File: config.mk
export PLATFORM = sky130hd
export DESIGN_NAME = vx_ag_tcu_uop_seq
export DESIGN_NICKNAME = d
export VERILOG_FILES = /design/src/rtl/vx_ag_tcu_uop_seq.sv
export SDC_FILE = /design/constraint.sdc
export NUM_CORES = 1
export LEC_CHECK = 0
export ABC_AREA = 1
export CAP_MARGIN = 20
export CELL_PAD_IN_SITES_DETAIL_PLACEMENT = 0
export CELL_PAD_IN_SITES_GLOBAL_PLACEMENT = 1
export CORE_MARGIN = 1.5
export CORE_UTILIZATION = 24
export CTS_BUF_LIST = sky130_fd_sc_hd__clkbuf_4
export DETAILED_ROUTE_END_ITERATION = 8
export GPL_ROUTABILITY_DRIVEN = 1
export PLACE_DENSITY = 0.84
export SYNTH_ARGS = -nofsm -noshare
export SYNTH_HDL_FRONTEND = slang
export SYNTH_SLANG_ARGS = --single-unit
File: constraint.sdc
create_clock -name clk -period 0.97 [get_ports clk]
set_input_delay 0.291 -clock clk [delete_from_list [all_inputs] [get_ports clk]]
set_output_delay 0.291 -clock clk [all_outputs]
set_load 0.05 [all_outputs]
File: src/rtl/vx_ag_tcu_uop_seq.sv
// AG-TCU WMMA micro-op sequencer.
// Expands one WMMA into M*N*K (m,n,k) uops, k fastest.
module vx_ag_tcu_uop_seq #(
  parameter int M_STEPS  = 4,
  parameter int N_STEPS  = 4,
  parameter int K_STEPS  = 4,
  parameter int A_SUB    = 1,
  parameter int B_SUB    = 2,
  parameter int RA       = 0,
  parameter int RB       = 10,
  parameter int RC       = 24,
  parameter int REG_BITS = 6,
  parameter int TAG_W    = 16,
  localparam int MW = (M_STEPS > 1) ? $clog2(M_STEPS) : 1,
  localparam int NW = (N_STEPS > 1) ? $clog2(N_STEPS) : 1,
  localparam int KW = (K_STEPS > 1) ? $clog2(K_STEPS) : 1
) (
  input  logic                clk,
  input  logic                reset,
  input  logic                in_valid,
  output logic                in_ready,
  input  logic [3:0]          in_fmt_s,
  input  logic [3:0]          in_fmt_d,
  input  logic [TAG_W-1:0]    in_tag,
  output logic                out_valid,
  input  logic                out_ready,
  output logic [MW-1:0]       out_step_m,
  output logic [NW-1:0]       out_step_n,
  output logic [KW-1:0]       out_step_k,
  output logic [REG_BITS-1:0] out_rs1,
  output logic [REG_BITS-1:0] out_rs2,
  output logic [REG_BITS-1:0] out_rs3,
  output logic [3:0]          out_fmt_s,
  output logic [3:0]          out_fmt_d,
  output logic [TAG_W-1:0]    out_tag,
  output logic                out_first,
  output logic                out_last,
  output logic                err
);

  typedef enum logic {IDLE, ISSUE} state_t;

  localparam logic [MW-1:0] M_MAX = MW'(M_STEPS - 1);
  localparam logic [NW-1:0] N_MAX = NW'(N_STEPS - 1);
  localparam logic [KW-1:0] K_MAX = KW'(K_STEPS - 1);

  state_t        state;
  logic [MW-1:0] m;
  logic [NW-1:0] n;
  logic [KW-1:0] k;
  logic          legal;
  logic          k_wrap;
  logic          n_wrap;

  assign legal = (in_fmt_d == 4'd8)
              && (in_fmt_s >= 4'd9)
              && (in_fmt_s <= 4'd12);

  assign k_wrap = (k == K_MAX);
  assign n_wrap = (n == N_MAX);

  assign in_ready   = (state == IDLE);
  assign out_valid  = (state == ISSUE);
  assign out_step_m = m;
  assign out_step_n = n;
  assign out_step_k = k;
  assign out_first  = (k == '0);
  assign out_last   = (m == M_MAX) && n_wrap && k_wrap;

  // Register indices derived from the current step counters
  always_comb begin
    out_rs1 = REG_BITS'(32'(RA)
            + (32'(m) * 32'(K_STEPS) + 32'(k)) / 32'(A_SUB));
    out_rs2 = REG_BITS'(32'(RB)
            + (32'(k) * 32'(N_STEPS) + 32'(n)) / 32'(B_SUB));
    out_rs3 = REG_BITS'(32'(RC)
            + 32'(m) * 32'(N_STEPS) + 32'(n));
  end

  // Accept/issue FSM with step counters and latched instruction fields
  always_ff @(posedge clk) begin
    if (reset) begin
      state     <= IDLE;
      m         <= '0;
      n         <= '0;
      k         <= '0;
      out_fmt_s <= '0;
      out_fmt_d <= '0;
      out_tag   <= '0;
      err       <= 1'b0;
    end else begin
      err <= 1'b0;
      unique case (state)
        IDLE: begin
          if (in_valid) begin
            out_fmt_s <= in_fmt_s;
            out_fmt_d <= in_fmt_d;
            out_tag   <= in_tag;
            m         <= '0;
            n         <= '0;
            k         <= '0;
            if (legal) state <= ISSUE;
            else       err   <= 1'b1;
          end
        end
        ISSUE: begin
          if (out_ready) begin
            if (out_last) state <= IDLE;
            if (k_wrap) begin
              k <= '0;
              if (n_wrap) begin
                n <= '0;
                m <= (m == M_MAX) ? '0 : m + MW'(1);
              end else begin
                n <= n + NW'(1);
              end
            end else begin
              k <= k + KW'(1);
            end
          end
        end
        default: state <= IDLE;
      endcase
    end
  end

endmodule

==> results of run 1 <==
==> power by group <==
| group | switching (mW) | internal (mW) |
|---|---|---|
| Clock | 0.422 | 0.334 |
| Sequential | 0.0847 | 1.35 |
| Combinational | 0.609 | 0.708 |
==> state kept, by name, summed over array words and instances, names as in the netlist <==
name / count
out_tag: 16
out_fmt_s: 4
out_step_k: 2
out_valid: 1
out_fmt_d: 4
out_step_n: 2
err: 1
out_step_m: 2
==> cells by family after synthesis <==
logic type,count (synthesis)
DFF,32
AOI/OAI and AO/OA,40
buffers and inverters,35
other,1
and+or+nand+nor,68
adders and majority gates,4
==> per-stage QoR <==
stage	area (um^2)	hold WS, ps
2_1_floorplan	1479	350.4
6_report	3905	512.9
4_1_cts	3686	514.7
3_5_place_dp	2927	517.7
3_3_place_gp	2927	504.5
5_1_grt	3905	530.2
==> layout by cell type, fill, tap and decap left out, drive strengths merged <==
cell / count
conb: 3
clkinv: 1
clkinvlp: 2
clkdlybuf4s50: 26
clkbuf: 7
nor2: 48
dlygate4sd2: 1
a21boi: 1
ha: 4
inv: 12
bufinv: 1
buf: 116
dfxtp: 32
a21oi: 12
nand3: 6
nand2: 14
o21ai: 27
==> worst min-delay path: cells and delay by family (launching register included) <==
family / cells / cell delay, ps
and+or+nand+nor: 2 / 100
DFF: 1 / 380
==> routing by layer <==
layer / wire, um / track usage
met4: 23 / 0.03684
met1: 1837 / 0.1715
met3: 376 / 0.05632
met2: 2901 / 0.3145
met5: 0 / 0
==> synth_stat cells (all sizes together) <==
| cell type | count | share of area |
|---|---|---|
| inv | 15 | 0.042 |
| a21oi | 12 | 0.046 |
| dfxtp | 32 | 0.46 |
| o21ai | 27 | 0.10 |
| ha | 4 | 0.036 |
| nand2 | 14 | 0.043 |
| nand3 | 6 | 0.022 |
| buf | 20 | 0.11 |
| conb | 1 | 0.0027 |
| nor2 | 48 | 0.13 |
| a21boi | 1 | 0.0054 |
==> final timing paths <==
check / endpoint / slack [ps] / cells after the start
worst min-delay path: out_tag[6]$_SDFFE_PP0P_ / 510 / 2
worst max-delay path: out_last / -570 / 4
worst max register to register: out_valid$_SDFF_PP0_ / -380 / 9
worst min register to register: out_tag[6]$_SDFFE_PP0P_ / 510 / 2
==> repair_timing <==
action                                  4_1_cts  5_1_grt
pin swaps                                    27        6
gates cloned                                  6        0
endpoints found under the setup margin       81       82
gates resized for setup                     152       31
setup buffers                                15       23
==> final cells by class <==
class	count	area, um^2
Clock buffer	7	52.55
Clock inverter	1	3.754
Fill cell	394	1635
Inverter	15	108.9
Multi-Input combinational cell	115	880.8
Sequential cell	32	755.7
Tap cell	72	90.09
Timing Repair Buffer	143	2013
==> results.md, run 1 <==
- Syn_area_per_cell: roughly 7.7 um^2
- Antenna violations before repair: 0
- Share of post-route cells with drive strength above 1: 0.7157
- CP arrival: roughly 1300 ps
- Nets: ~340
- FF-to-FF Start: out_step_k[1]$_SDFFE_PP0P_
- Post-route ant nets: 0
- Synth Cell Area: ~0.0014 mm^2
- Hold_sp: out_tag[6]$_SDFFE_PP0P_
- Largest family of logic cells by synthesized area: simple AND/OR/NAND/NOR gates
- Cts hold-fix bufs: 0
- Simple-gate share of the synthesized area: 0.1939
- Synth Area in Compound Gates: 0.1508
- Via Count: around 1,700
- Outcome: finished, violations left
- HP Class: register to register
- I/O Pins: between 80 and 90
- Detailed Route Iter0 Violations: 43
- Reg clk slew, reported paths: roughly 80 ps
- Fin crit share: 1.590
- Fin worst setup slack: -572.2 ps
- Final core utilization: 0.7048
- CP cell instances: ha_4 -> clkinvlp_4 -> nor2_4 -> buf_12
- PD cells: 899.7 mW/mm^2
- Routed wire per std cell: 13.35 um
- CTS Sinks: 32
- Ant diodes: 0
- CP Launch Point: out_step_k[1]$_SDFFE_PP0P_
- Non-Filler Instances: between 300 and 400
- Crit path buffers/inverters: 2
- Global-route wire length before repair: about 8000 um
- Critical path's top delay family: flip-flops
- Synth cell types: 19
- Setup violators final: 82
- Post-DP HPWL: 3122 um
- Hold Vio Cnt, Final: 0
- Core area: 0.005540 mm^2
- Wirelength, routed: 5139 um
- Sequential area share after synthesis: 0.4596
- Post-Synth Adder-Cell Area: 0.03591
- Total power: roughly 3.5 mW
- Startpoint Class: register
- Post-Synth XOR/XNOR Area: 0
- Cts bufs inserted: 5
- Clk buf depth: 2
- Class of the most critical setup path: register to output port
- Post-synthesis cell count: between 150 and 200
- Total gr overflow: 0
- Die Span X: around 79 um
- Minimum clock period: ~1500 ps
- IR drop worst, VDD: roughly 0.69 mV
- Later-pin clock latency in the skew report: about 320 ps
- Synth-to-Final Area Change: 180.2%
- Drt via density: 4.314
- RSZ-0062 raised after global routing: true
- Failing checks: setup timing
- Slowest CP cell: dfxtp_4
- Max-slew violation count: 0
- CP peak stage delay: ~380 ps
- Crit path capture type: output port
- IO buf count: between 70 and 80
- # Max-Cap Violations: 0
- Cell Rows: 27
- Fmax achieved: between 600 and 700 MHz
- Worst slack, placed: -479.7 ps
- Setup TNS Final: -18,920 ps
- DIE HEIGHT: just under 80 um
- Vias in the first global route: roughly 1,600
- Routability congestion estimate: about 0.78
- Largest net degree at the start of global routing: 29
- Die area: between 0.006 and 0.007 mm^2
- Drt pass-1 iters: 4
- CTS tree: yes
- Root buffer cell: clkbuf_4
- Final clock skew: between 10 and 15 ps
- Dpl cells: 337
- Synth warnings: 0
- Yosys reg bits: 32
- WP data required: just under 700 ps
- Total GRT Usage: 0.1647
- DRC Markers: 0
- P_leak: ~1.6 nW
- Effective utilization at floorplan: 0.2516
- CP max FO: 4
- Post-synthesis mux area share: 0
- H-tree depth: 2
Note: power is estimated with default switching activity, not from simulation.
==> run 2: changes to the inputs <==
--- a/config.mk
+++ b/config.mk
@@ -6,7 +6,6 @@
 export NUM_CORES = 1
 export LEC_CHECK = 0
 export ABC_AREA = 1
-export CAP_MARGIN = 20
 export CELL_PAD_IN_SITES_DETAIL_PLACEMENT = 0
 export CELL_PAD_IN_SITES_GLOBAL_PLACEMENT = 1
 export CORE_MARGIN = 1.5
@@ -18,3 +17,4 @@
 export SYNTH_ARGS = -nofsm -noshare
 export SYNTH_HDL_FRONTEND = slang
 export SYNTH_SLANG_ARGS = --single-unit
+export TNS_END_PERCENT = 10
==> results.md, run 2 (synthesized netlist as in run 1, its figures left out) <==
- Ant diodes: 0 (unchanged)
- Dpl cells: 336 (-0.30%)
- Clk buf depth: 2 (unchanged)
- Minimum clock period: 1556 ps (+13.67 ps)
- Total GRT Usage: 0.1365 (-0.02817)
- Startpoint Class: register
- RSZ-0062 raised after global routing: true
- FF-to-FF Start: out_step_k[1]$_SDFFE_PP0P_
- Max-slew violation count: 0 (unchanged)
- Synth-to-Final Area Change: 123.8%
- Detailed Route Iter0 Violations: 54 (+26%)
- Wirelength, routed: 4052 um (-21%)
- Commonest non-fill, non-tap cell in the layout: buf_12
- CP cell instances: ha_4 -> clkinvlp_4 -> buf_6 -> buf_12
- DRC Markers: 0 (unchanged)
- Drt via density: 4.095 (-5.1%)
- Fin crit share: 1.604 (+0.01409)
- Effective utilization at floorplan: 0.2516 (unchanged)
- Cts bufs inserted: 5 (unchanged)
- IR drop worst, VDD: 0.5545 mV (-20%)
- Largest reg by FF count: out_tag
- Die area: 0.006273 mm^2 (unchanged)
- CP peak stage delay: 390 ps (about the same)
- CTS tree: yes
- Die Span X: 79.21 um (unchanged)
- CTS Sinks: 32 (unchanged)
- Total gr overflow: 0 (unchanged)
- Drt pass-1 iters: 4 (unchanged)
- Share of post-route cells with drive strength above 1: 0.5217 (-0.1939)
- Hold_sp: in_fmt_d[2]
- DIE HEIGHT: 79.21 um (unchanged)
- Biggest regs: out_tag (16), out_fmt_d (4), out_fmt_s (4)
- Post-route ant nets: 0 (unchanged)
- Routed wire per std cell: 11.64 um (-13%)
- Cts hold-fix bufs: 0 (unchanged)
- Largest net degree at the start of global routing: 29 (unchanged)
- Failing checks: setup timing
- Hold Path Depth: 3 (+1)
- H-tree depth: 2 (unchanged)
- Fin worst setup slack: -585.8 ps (-13.67 ps)
- Outcome: finished, violations left
- # Max-Cap Violations: 0 (unchanged)
- Commonest cells after routing, fill and taps aside: 53 x buf_12, 42 x nor2_1, 26 x clkdlybuf4s50_1
- Setup violators final: 82 (unchanged)
- CP max FO: 4 (unchanged)
- Fmax achieved: 642.7 MHz (-0.88%)
- Reg clk slew, reported paths: 100 ps (+20 ps)
- HP Class: input pin to register
- PD cells: 1023 mW/mm^2 (+14%)
- Reg-to-reg setup timing slack: -310 ps (+70 ps)
- Routability congestion estimate: 0.7761 (-0.31%)
- Class of the most critical setup path: register to output port
- Global-route wire length before repair: 6617 um (-17%)
- Max reg flops: 16 (unchanged)
- Post-DP HPWL: 3105 um (-0.54%)
- Fin area: 0.003119 mm^2 (-20%)
- Slowest CP cell: dfxtp_4
- CP arrival: 1260 ps (about the same)
- P_leak: 1.321 nW (-19%)
- Vias in the first global route: 1,417 (-13%)
- Total power: 3.191 mW (-9.2%)
- Reg2reg path depth: 7 (-2)
- WP data required: 680 ps (about the same)
- Cell Rows: 27 (unchanged)
- Crit path capture type: output port
- Non-Filler Instances: 348 (-9.6%)
- IO buf count: 77 (unchanged)
- Final clock skew: 7.822 ps (-4.042 ps)
- Fillers: 474 (+20%)
- Root buffer cell: clkbuf_4
- Setup TNS Final: -15,810 ps (+3111 ps)
- Crit Reg-Reg Endpoint: out_step_n[0]$_SDFFE_PP0P_
- Core area: 0.005540 mm^2 (unchanged)
- Worst Hold End: out_fmt_d[2]$_SDFFE_PP0P_
- Via Count: 1,425 (-14%)
- DP Area: 0.002873 mm^2 (-1.8%)
- Hold Vio Cnt, Final: 0 (unchanged)
- Antenna violations before repair: 0 (unchanged)
- I/O Pins: 81 (unchanged)
- Nets: 307 (-11%)
- Later-pin clock latency in the skew report: 330 ps (about the same)
## run 2: how the worst max path moves through the flow
stage                                           from                         end  slack [ps]  cells past startpoint
after floorplan           out_step_k[0]$_SDFFE_PP0P_        out_valid$_SDFF_PP0_        -770                      6
after global placement                         reset  out_step_n[0]$_SDFFE_PP0P_        -430                      4
after detailed placement                       reset     out_tag[5]$_SDFFE_PP0P_        -460                      4
after CTS                 out_step_k[1]$_SDFFE_PP0P_                    out_last        -580                      4
after global routing      out_step_k[0]$_SDFFE_PP0P_                    out_last        -650                      4
final                     out_step_k[1]$_SDFFE_PP0P_                  out_rs2[3]        -590                      4
## run 2: metal layers
metal | vias to the layer above | global-route usage | routed length, um | part of all wire
met1 | 619 | 0.1590 | 1642 | 0.41
met2 | 49 | 0.2342 | 2102 | 0.52
met5 | - | 0 | 0 | 0
li1 | 750 | - | - | -
met3 | 7 | 0.03563 | 222 | 0.055
met4 | 0 | 0.05965 | 84 | 0.021
## run 2: repair_timing
| action | 4_1_cts | 5_1_grt |
|---|---|---|
| endpoints found under the setup margin | 82 | 82 |
| gates resized for setup | 47 | 34 |
| pin swaps | 2 | 1 |
| buffers inserted | 1 | 3 |
## run 2: where the power goes
group / internal (mW) / switching (mW) / total, mW
logic: 0.486 / 0.472 / 0.958
registers: 1.39 / 0.0815 / 1.47
clock network: 0.278 / 0.484 / 0.763
## run 2: final cells by class
type / instances / area, um^2 / share of cell area
timing repair buffer: 106 / 1570 / 0.5034
sequential: 32 / 696.9 / 0.2234
multi-input combinational: 115 / 630.6 / 0.2022
tap: 72 / 90.09 / 0.02888
inverter: 15 / 75.07 / 0.02407
clock buffer: 5 / 37.54 / 0.01203
clock inverter: 3 / 18.77 / 0.006017
## run 2: critical path, delay by kind of cell (launching register included)
family                   cells  cell delay, ps
adder cells (fa/ha/maj)      1             160
flip-flops                   1             390
buffers and inverters        3             370
## run 2: metrics by stage
stage / hold slack, ps / util / setup slack [ps]
3_5_place_dp: 503.2 / 0.5185 / -461.9
3_3_place_gp: 495.5 / 0.5185 / -431.8
5_1_grt: 523.3 / 0.5630 / -645.3
4_1_cts: 488.7 / 0.5443 / -580.9
6_report: 514.1 / 0.5630 / -585.8
2_1_floorplan: 350.4 / - / -769.6
==> run 3: changes to the inputs <==
--- a/config.mk
+++ b/config.mk
@@ -8,7 +8,6 @@
 export ABC_AREA = 1
 export CELL_PAD_IN_SITES_DETAIL_PLACEMENT = 0
 export CELL_PAD_IN_SITES_GLOBAL_PLACEMENT = 1
-export CORE_MARGIN = 1.5
 export CORE_UTILIZATION = 24
 export CTS_BUF_LIST = sky130_fd_sc_hd__clkbuf_4
 export DETAILED_ROUTE_END_ITERATION = 8
==> results.md, run 3 (synthesized netlist as in run 1, its figures left out) <==
- Routability congestion estimate: 0.7337 (-5.5%)
- Cts hold-fix bufs: 0 (unchanged)
- Wirelength, routed: 3897 um (-3.8%)
- Clk pwr share: 0.289 (+0.050)
- HP Class: input pin to register
- RSZ-0062 raised after global routing: true
- Crit path capture type: output port
- WP data required: 680 ps (about the same)
- Total gr overflow: 0 (unchanged)
- CP arrival: 1260 ps (about the same)
- CTS tree: yes
- Minimum clock period: 1552 ps (-3.489 ps)
- Drt via density: 4.154 (+1.4%)
- P_leak: 1.319 nW (-0.13%)
- Crit Reg-Reg Endpoint: out_step_m[0]$_SDFFE_PP0P_
- Effective utilization at floorplan: 0.2516 (unchanged)
- Net Sw Frac: 0.2957 (-0.02941)
- Reg2reg path depth: 7 (unchanged)
- CP Launch Point: out_step_k[1]$_SDFFE_PP0P_
- Sequential share of power: 0.432 (-0.029)
- FF-to-FF Start: out_step_k[1]$_SDFFE_PP0P_
- Largest net degree at the start of global routing: 29 (unchanged)
- Fmax achieved: 644.2 MHz (+0.22%)
- Total power: 3.407 mW (+6.8%)
- Antenna violations before repair: 0 (unchanged)
- Die Span X: 78.21 um (-1.3%)
- Clk buf depth: 2 (unchanged)
- Synth-to-Final Area Change: 122.5%
- Core area: 0.005540 mm^2 (unchanged)
- Final core utilization: 0.5598 (-0.003162)
- DP Area: 0.002878 mm^2 (+0.17%)
- Hold Slack: 384.1 ps (-130.0 ps)
- Reg clk slew, reported paths: 100 ps (about the same)
- Setup violators final: 63 (-23%)
- Largest reg by FF count: out_tag
- Later-pin clock latency in the skew report: 330 ps (about the same)
- Fin crit share: 1.600 (-0.003597)
- Setup TNS Final: -13,330 ps (+2483 ps)
- Cts bufs inserted: 5 (unchanged)
- Gate power share: 0.279 (-0.021)
- # Max-Cap Violations: 0 (unchanged)
- Fin worst setup slack: -582.3 ps (+3.489 ps)
- Max reg flops: 16 (unchanged)
- CTS Sinks: 32 (unchanged)
- Commonest non-fill, non-tap cell in the layout: buf_12
- Vias in the first global route: 1,398 (-1.3%)
- Root buffer cell: clkbuf_4
- IR drop worst, VDD: 0.6121 mV (+10%)
- Routed wire per std cell: 11.33 um (-2.7%)
- CP max FO: 4 (unchanged)
- Max-slew violation count: 0 (unchanged)
- Fillers: 485 (+2.3%)
- Switching power: 1.008 mW (-2.9%)
- Post-DP HPWL: 3005 um (-3.2%)
- Failing checks: setup timing
- DIE HEIGHT: 78.21 um (-1.3%)
- Final clock skew: 9.004 ps (+1.182 ps)
- H-tree depth: 2 (unchanged)
- Global-route wire length before repair: 6596 um (-0.32%)
- Internal Power: 2.400 mW (+11%)
- Class of the most critical setup path: register to output port
- Die area: 0.006116 mm^2 (-2.5%)
- Share of post-route cells with drive strength above 1: 0.5000 (-0.02174)
- Biggest regs: out_tag (16), out_fmt_d (4), out_fmt_s (4)
- Reg-to-reg setup timing slack: -190 ps (+120 ps)
- Drt pass-1 iters: 4 (unchanged)
- DRC Markers: 0 (unchanged)
- Ant diodes: 0 (unchanged)
- Outcome: finished, violations left
- Detailed Route Iter0 Violations: 44 (-19%)
- I/O Pins: 81 (unchanged)
- Total GRT Usage: 0.1387 (+0.002250)
- Startpoint Class: register
- PD cells: 1099 mW/mm^2 (+7.4%)
- IO buf count: 77 (unchanged)
- Hold Vio Cnt, Final: 0 (unchanged)
- Cell Rows: 27 (unchanged)
- Fin area: 0.003102 mm^2 (-0.56%)
- Via Count: 1,429 (+0.28%)
- Post-route ant nets: 0 (unchanged)
- Nets: 303 (-1.3%)
- End point of the critical path: out_rs2[3]
- Commonest cells after routing, fill and taps aside: 54 x buf_12, 43 x nor2_1, 28 x dfxtp_2
run 3: through the flow:
| stage | worst slack, ps | cells |
|---|---|---|
| 2_1_floorplan | -769.6 | 182 |
| 3_3_place_gp | -449.2 | 335 |
| 3_5_place_dp | -484.0 | 335 |
| 4_1_cts | -606.1 | 344 |
| 5_1_grt | -660.8 | 344 |
| 6_report | -582.3 | 344 |
run 3: what timing repair did:
action,CTS,global route
gates cloned,0,0
setup endpoints to repair,81,82
gates resized for setup,50,28
buffers inserted,1,0
pin swaps,3,3
run 3: final cells by class:
type	count	area (um^2)	area share
clock inverters	3	37.54	0.01210
well taps	72	90.09	0.02904
flip-flops and latches	32	690.7	0.2227
clock buffers	5	37.54	0.01210
inverters	15	77.57	0.02501
repair buffers	102	1548	0.4990
multi-input cells	115	620.6	0.2001
run 3: metal layers:
metal	up-vias	global-route usage	routed length, um
li1	750	-	-
met5	-	0	0
met3	11	0.05465	322
met1	616	0.1541	1538
met4	0	0.06296	98
met2	52	0.2325	1938
run 3: worst max-delay path, stage by stage, from the launching register on:
cell        delay, ps
dfxtp_4           390
ha_4              150
clkinvlp_4        120
buf_6             140
buf_12            140
run 3: worst min path at each step:
stage	cells after the start	slack (ps)	end	from
global route	3	370	out_step_k[1]$_SDFFE_PP0P_	reset
global placement	2	510	out_step_k[1]$_SDFFE_PP0P_	out_step_k[1]$_SDFFE_PP0P_
CTS	4	460	out_step_m[1]$_SDFFE_PP0P_	in_valid
finish	3	380	out_step_k[1]$_SDFFE_PP0P_	reset
detailed placement	2	520	out_tag[14]$_SDFFE_PP0P_	out_tag[14]$_SDFFE_PP0P_
floorplan	1	350	out_step_k[1]$_SDFFE_PP0P_	reset
run 3: power groups by stage:
stage | Combinational (mW) | Sequential [mW] | Clock, mW
detailed placement | 0.928 | 1.49 | 0
CTS | 0.939 | 1.48 | 1.03
global placement | 0.920 | 1.49 | 0
finish | 0.951 | 1.47 | 0.984
global route | 1.00 | 1.48 | 1.10
floorplan | 0.202 | 1.70 | 0
